### src/rtl/dice_pkg.sv
// Shared state encoding and die-value limits for the electronic-die datapath.
package dice_pkg;

  typedef enum logic [1:0] {
    IDLE = 2'd0,
    ROLL = 2'd1,
    SHOW = 2'd2
  } state_t;

  localparam logic [3:0] DIE_MIN = 4'd1;
  localparam logic [3:0] DIE_MAX = 4'd6;

  function automatic logic [3:0] die_next(input logic [3:0] v);
    return (v >= DIE_MAX) ? DIE_MIN : v + 4'd1;
  endfunction

endpackage

### src/rtl/button_debounce.sv
// Two-flop synchronizer plus stability-counter debouncer for a bouncing button.
// rise/fall are single-cycle pulses on transitions of the debounced level db.
module button_debounce #(
  parameter int DEBOUNCE_CYCLES = 50000
) (
  input  logic clk,
  input  logic rst_n,
  input  logic ena,
  input  logic btn,
  output logic db,
  output logic rise,
  output logic fall
);

  localparam int CW = $clog2(DEBOUNCE_CYCLES);
  localparam logic [CW-1:0] CNT_LAST = CW'(DEBOUNCE_CYCLES - 1);

  logic          s1;
  logic          s;
  logic          db_q;
  logic [CW-1:0] cnt;

  always_ff @(posedge clk or negedge rst_n) begin
    if (!rst_n) begin
      s1   <= 1'b0;
      s    <= 1'b0;
      db   <= 1'b0;
      db_q <= 1'b0;
      cnt  <= '0;
    end else if (ena) begin
      s1   <= btn;
      s    <= s1;
      db_q <= db;
      if (s == db) begin
        cnt <= '0;
      end else if (cnt == CNT_LAST) begin
        db  <= s;
        cnt <= '0;
      end else begin
        cnt <= cnt + 1'b1;
      end
    end
  end

  assign rise = db & ~db_q;
  assign fall = ~db & db_q;

endmodule

### src/rtl/dice_roller.sv
// Button-driven die: cycles 1..6 while the debounced button is held, freezes
// on release and counts completed rolls (saturating).
module dice_roller
  import dice_pkg::*;
#(
  parameter int DEBOUNCE_CYCLES = 50000,
  parameter int STEP_DIV        = 1000,
  parameter int CNT_W           = 8
) (
  input  logic             clk,
  input  logic             rst_n,
  input  logic             ena,
  input  logic             btn,
  input  logic             clr,
  output logic [3:0]       numero,
  output logic             rolling,
  output logic             valid,
  output logic [CNT_W-1:0] roll_count
);

  localparam int SW = (STEP_DIV > 1) ? $clog2(STEP_DIV) : 1;
  localparam logic [SW-1:0] STEP_LAST = SW'(STEP_DIV - 1);

  state_t           state;
  state_t           state_next;
  logic [SW-1:0]    step;
  logic [SW-1:0]    step_next;
  logic [3:0]       numero_next;
  logic [CNT_W-1:0] count_next;
  logic             unused_db;
  logic             rise;
  logic             fall;

  button_debounce #(
    .DEBOUNCE_CYCLES(DEBOUNCE_CYCLES)
  ) u_debounce (
    .clk  (clk),
    .rst_n(rst_n),
    .ena  (ena),
    .btn  (btn),
    .db   (unused_db),
    .rise (rise),
    .fall (fall)
  );

  always_ff @(posedge clk or negedge rst_n) begin
    if (!rst_n) begin
      state      <= IDLE;
      step       <= '0;
      numero     <= 4'd0;
      roll_count <= '0;
      rolling    <= 1'b0;
      valid      <= 1'b0;
    end else if (ena) begin
      state      <= state_next;
      step       <= step_next;
      numero     <= numero_next;
      roll_count <= count_next;
      rolling    <= (state_next == ROLL);
      valid      <= (state_next == SHOW);
    end
  end

  // clr overrides every button event; the debouncer keeps its own state.
  always_comb begin
    state_next  = state;
    step_next   = step;
    numero_next = numero;
    count_next  = roll_count;
    if (clr) begin
      state_next  = IDLE;
      step_next   = '0;
      numero_next = 4'd0;
      count_next  = '0;
    end else begin
      case (state)
        IDLE: begin
          if (rise) begin
            state_next  = ROLL;
            numero_next = DIE_MIN;
            step_next   = '0;
          end
        end
        ROLL: begin
          if (fall) begin
            state_next = SHOW;
            if (roll_count != {CNT_W{1'b1}}) count_next = roll_count + 1'b1;
          end else if (step == STEP_LAST) begin
            step_next   = '0;
            numero_next = die_next(numero);
          end else begin
            step_next = step + 1'b1;
          end
        end
        SHOW: begin
          if (rise) begin
            state_next = ROLL;
            step_next  = '0;
          end
        end
        default: begin
          state_next  = IDLE;
          numero_next = 4'd0;
        end
      endcase
    end
  end

endmodule

### config.mk
export PLATFORM = sky130hd
export DESIGN_NAME = dice_roller
export DESIGN_NICKNAME = d
export VERILOG_FILES = /design/src/rtl/dice_pkg.sv /design/src/rtl/button_debounce.sv /design/src/rtl/dice_roller.sv
export SDC_FILE = /design/constraint.sdc
export NUM_CORES = 1
export LEC_CHECK = 0
export CORE_UTILIZATION = 23
export CTS_CLUSTER_SIZE = 8
export DETAILED_ROUTE_END_ITERATION = 16
export PLACE_DENSITY = 0.4
export REMOVE_ABC_BUFFERS = 1
export SETUP_SLACK_MARGIN = 0.15
export SKIP_LAST_GASP = 1
export SYNTH_ARGS = -nofsm -noshare
export SYNTH_HDL_FRONTEND = slang
export SYNTH_SLANG_ARGS = --single-unit
### constraint.sdc
create_clock -name clk -period 2 [get_ports clk]
set_input_delay 0.4 -clock clk [delete_from_list [all_inputs] [get_ports clk]]
set_output_delay 0.4 -clock clk [all_outputs]
set_load 0.005 [all_outputs]
After elaboration in Yosys (flattened, before gate mapping):

Index checks and enable logic that the tools add are counted.

* register bits after elaboration: 46
* input port bits: 5
* word-level logic and storage cells: 65

* add/sub/neg operators: 4
* magnitude comparators: 1
* equality and inequality tests: 13
* muxes and demuxes: 21
* bitwise gates (word level): 5
* reduce and logical (&&, ||, !) cells: 10

Operators with widths (number)
* $mux 10: 4
* $mux 16: 2
* $mux 8: 4
* $mux 4: 5
* $pmux 10 s2: 1
* $add 16x1->16 const B: 1
* $eq 16x16->1 const B: 1
* $pmux 4 s3: 1
* $add 10x1->10 const B: 1
* $eq 10x10->1 const B: 1
* $ne 3x3->1 const B: 3
* $add 8x1->8 const B: 1
* $ne 8x8->1 const B: 1
* $reduce_and 4->1: 2
* $mux 2: 3
* $reduce_bool 2->1: 3
* $reduce_and 5->1: 1
* $add 4x1->4 const B: 1
* $eq 2x1->1 const B: 2
* $eq 2x2->1 const B: 2
* $ge 4x3->1 const B: 1
* $pmux 2 s2: 1
* $ne 3x1->1 const B: 1
* $not 1->1: 3
* other kinds (7): 8

Longest topological paths before layout:

* depth after elaboration: 6
* gate-level depth with buffers: 7

Modules after synthesis:

Synthesis repeated with hierarchy kept, for this count alone.

* cell total of the unflattened synthesis: 278
* area, all modules: 2730.1 um^2

By module, submodules not included
* dice_roller: instances 1, cells an instance 164, area an instance 1569.0 um^2
* button_debounce: instances 1, cells an instance 114, area an instance 1161.1 um^2

Least setup slack after synthesis:

No wires, ideal clock.

* kind: reg2reg
* from: register u_debounce.cnt[7]
* to: register u_debounce.cnt[13]
* data arrival time: 1.857 ns
* required time: 1.882 ns
* slack: 0.025 ns
* stages on the path, launching flop included: 7
* period minus slack after synthesis: 1.975 ns
* cell sequence: dfrtp_1 or4b_4 nor4_4 or2_1 buf_4 o21ai_1 a21o_1

* longest elaborated chain between the ends: 3

Ends and longest elaborated chain
* start, declared: line button_debounce.sv:21 `logic [CW-1:0] cnt;`
* start signal, assigned: line button_debounce.sv:40 `cnt <= cnt + 1'b1;`
* $add 16x1->16 / $eq 16x16->1 (equally long branches): line button_debounce.sv:40, button_debounce.sv:36
* $mux 16 *: line button_debounce.sv:36 `end else if (cnt == CNT_LAST) begin`
* $mux 16 *: line button_debounce.sv:34 `if (s == db) begin`

Mark *: on every way between the ends. The rest lies on a longest branch, timed or not.
A chain may end at the register's enable or synchronous reset.

Worst setup path after layout:

* from: register u_debounce.cnt[10]
* to: register u_debounce.cnt[15]

The elaborated chain is that of the path after synthesis.

==> results.txt <==
The count of input and output buffers came out at 18. The relative max-transition margin came out at 0.663. The aggregate global-route resource usage is 0.121.

The share of flip-flops with an asynchronous set or reset after synthesis is 1.00. TritonCTS built the clock tree. Max-cap violations in this run came to 0. The leakage power of the design is approximately 1.5 nW. The final total negative setup slack is 0 ns. The antenna diode count is 0.

The final hold slack is a little over 0.5 ns. Of all cell types, the one taking the most synthesized area is dfrtp_1. The root buffer selected by CTS is clkbuf_8. The number of instances in the placed design is 460.

The total congestion overflow after global routing came out at 0. For the finished layout, the period the worst path requires is a little under 2 ns. The area of the mapped netlist came out at 2560 um2. The worst-case IR drop observed on VDD is 0.000274 V. The setup violation total in the final timing report is 0. The final non-filler cell total is between 400 and 500. The maximum number of pins on one net before global-route repair came out at 27.

In the synthesized netlist, the number of instances is between 200 and 300. The total number of placement rows is 38. The latest clock arrival within the worst-skew pair is 0.30 ns. The number of H-tree branching levels came out at 2. The largest fanout of any net on the critical path came out at 3. The setup path with the least slack is of type register to register. The multi-input logic area came out at roughly 1400 um2. The worst setup path is captured at a register. The share of the Yosys chip area taken by registers is 0.450.

The number of max-slew violations in the final report came out at 0. The slack of the critical path is ~0.033 ns. The initial antenna violation count is 0.

After synthesis the netlist holds a flip-flop and latch count of 46. The number of enable-type register cells in the synthesized netlist is 0. The final HPWL from detailed placement is 4650 um.

The mean post-synth cell area came out at ~9.4 um2. The flow ran to the end, and the final reports show no timing, DRC or antenna violations. The tightest min-delay check is of the register to register type. In this run the register-to-register setup slack is 0.03 ns. The total of warnings raised by yosys is 0.

The worst setup path is launched from a register. After detailed routing, the number of vias per cell comes to 4.81. The final hold violation count came out at 0. For this configuration, the core starts out at a cell density of 0.236.

The average detailed-routed wire length per instance is 13.4 um. The post-place instance area came out at around 3200 um2. The pre-CTS worst setup slack is -0.293 ns. Setup repair after global routing could not meet its margin everywhere.

The power density over the cells is 555 nW/um2. The sequential cells in the finished layout cover a total of about 1200 um2. Measured along the x axis, the die boundary spans 107 um. After floorplanning, the core was sized to cover 10800 um2. The via count of the first global-routing pass is roughly 2200. For this block, the initial DRC count from the detailed router was 65. By area the synthesized netlist is led by dfrtp_1, nand2_1, o21ai_0. The share of the synthesized area in the top cell type is 0.450. The timing-limited maximum frequency is roughly 0.51 GHz.

Counting every sink on the clock net gives 46. By instance count, the leading cell after synthesis is dfrtp_1. For this run, the slowest stage of the critical path takes around 0.55 ns. Routability-driven placement finished with a final weighted congestion of about 0.73. For this run, design rule violations remaining after detail routing come to 0.

The standard cell with the maximum stage delay on the critical path is or4b_4. For the final database, setup skew stands at about 0.011 ns. The filler cells instantiated in the layout total approximately 1200. The first detailed-routing pass took 4 iterations. The first global-routing pass estimated approximately 11000 um of wire. The count of nets left with antenna violations once routing finished came out at 0. The final routed wirelength across all metal layers came out at approximately 6400 um. The total number of vias came out at 2307.

The die outline area is 11500 um2. The completed layout was analyzed and its total power is approximately 2 mW. The TritonCTS buffer count came out at 5. The transition at the pin with the smallest max-transition slack came out at between 0.4 and 0.5 ns. In this run the vertical extent of the chip is around 110 um. STA puts the critical path data required time at 2.20 ns.

The part of the cycle the worst path needs came out at 0.983. 19 I/O pins were placed. Sorting the synthesized cells by how often they occur yields dfrtp_1, nand2_1, nor2_1, o21ai_0, inv_1.

The maximum root-to-sink buffer count is 2. The cell area after layout came out at 3550 um2. The share of final-layout standard cells stronger than drive strength 1 is 0.276. The most used flip-flop cell after synthesis is dfrtp_1.

In the final design database the tool counted ~350 nets. The final cell utilization of the core came out at 0.327. The count of cell types in the netlist is 55.

The data arrival time of the worst path came out at between 2 and 2.5 ns. The critical path goes through or4b_4 -> nor4_4 -> buf_4 -> nor2_4 -> buf_6 -> a21o_1 -> a21o_1. The area overhead of the layout relative to synthesis came out at 38.8%. The critical path's most frequent cell is a21o_1. The post-CTS clock slew at the launch and capture registers of the worst setup and hold paths is about 0.09 ns.
[routing by layer]
metal,GRT usage,share of wire,vias up
met4,0.0411,0.014,0
li1,-,-,1149
met2,0.194,0.46,28
met3,0.0182,0.024,7
met5,0,0,-
met1,0.166,0.50,1123
[cells in the final DEF, fill, tap and decap left out, types with 4 or more instances in the layout]
cell type,netlist,final
buf_4,1,43
o31ai_1,5,4
nand2_1,26,26
nand3_1,9,8
a21o_1,4,4
clkbuf_8,0,5
or3_1,5,4
ha_1,5,4
nor2_1,17,17
nor3_1,7,7
and3_1,7,7
clkdlybuf4s50_1,0,15
o21ai_0,17,14
a21oi_1,12,8
mux2_2,5,5
o21ai_1,1,4
buf_6,0,8
dfrtp_1,46,43
mux2i_1,6,5
inv_1,14,14
a31oi_1,12,12
[power breakdown]
part | internal, mW | switching [mW] | leakage, nW
combinational | 0.140 | 0.130 | 0.842
sequential | 0.965 | 0.0401 | 0.626
clock | 0.375 | 0.318 | 0.0524
[sequential cells by signal, summed over array words and instances, names as in the netlist, 2 cells and up]
name            cells
roll_count          8
u_debounce.cnt     16
state               2
numero              4
step               10
[worst paths after layout]
kind                                           startpoint                             end  cells after the start
setup reg to reg           u_debounce.cnt[10]$_DFFE_PN0P_  u_debounce.cnt[15]$_DFFE_PN0P_                      7
hold / removal                        step[8]$_DFFE_PN0P_             step[8]$_DFFE_PN0P_                      1
max in group asynchronous                           rst_n   u_debounce.cnt[0]$_DFFE_PN0P_                      3
setup / recovery           u_debounce.cnt[10]$_DFFE_PN0P_  u_debounce.cnt[15]$_DFFE_PN0P_                      7
hold reg to reg                       step[8]$_DFFE_PN0P_             step[8]$_DFFE_PN0P_                      1
min in group asynchronous                           rst_n           numero[1]$_DFFE_PN0P_                      2
[worst max-delay path, delay by kind of cell (launching register included)]
kind / cells / cell delay, ns
buf+inv: 2 / 0.31
simple gates: 3 / 0.88
flops: 1 / 0.38
compound gates: 2 / 0.30
[final cells by class]
class,count,area share
Clock buffer,7,0.0215
Sequential cell,46,0.326
Multi-Input combinational cell,200,0.401
Timing Repair Buffer,72,0.179
Clock inverter,1,0.00847
Tap cell,140,0.0494
Inverter,14,0.0148
[logic make-up after synthesis]
group	count (synthesis)	synth area share
xor gates and xnor gates	4	0.0137
AOI/OAI and AO/OA	76	0.197
muxes	11	0.0455
adders and majority gates	5	0.0245
DFF	46	0.450
and+or+nand+nor	104	0.226
buffers and inverters	27	0.0436
[repair_timing]
action / in CTS / in global routing
buffers inserted: 3 / 8
hold buffers: 1 / 0
endpoints found under the setup margin: 25 / 26
hold endpoints to repair: 11 / 0
resized for setup: 13 / 29
pin swaps: 7 / 10
Note: power is estimated with default switching activity, not from simulation.
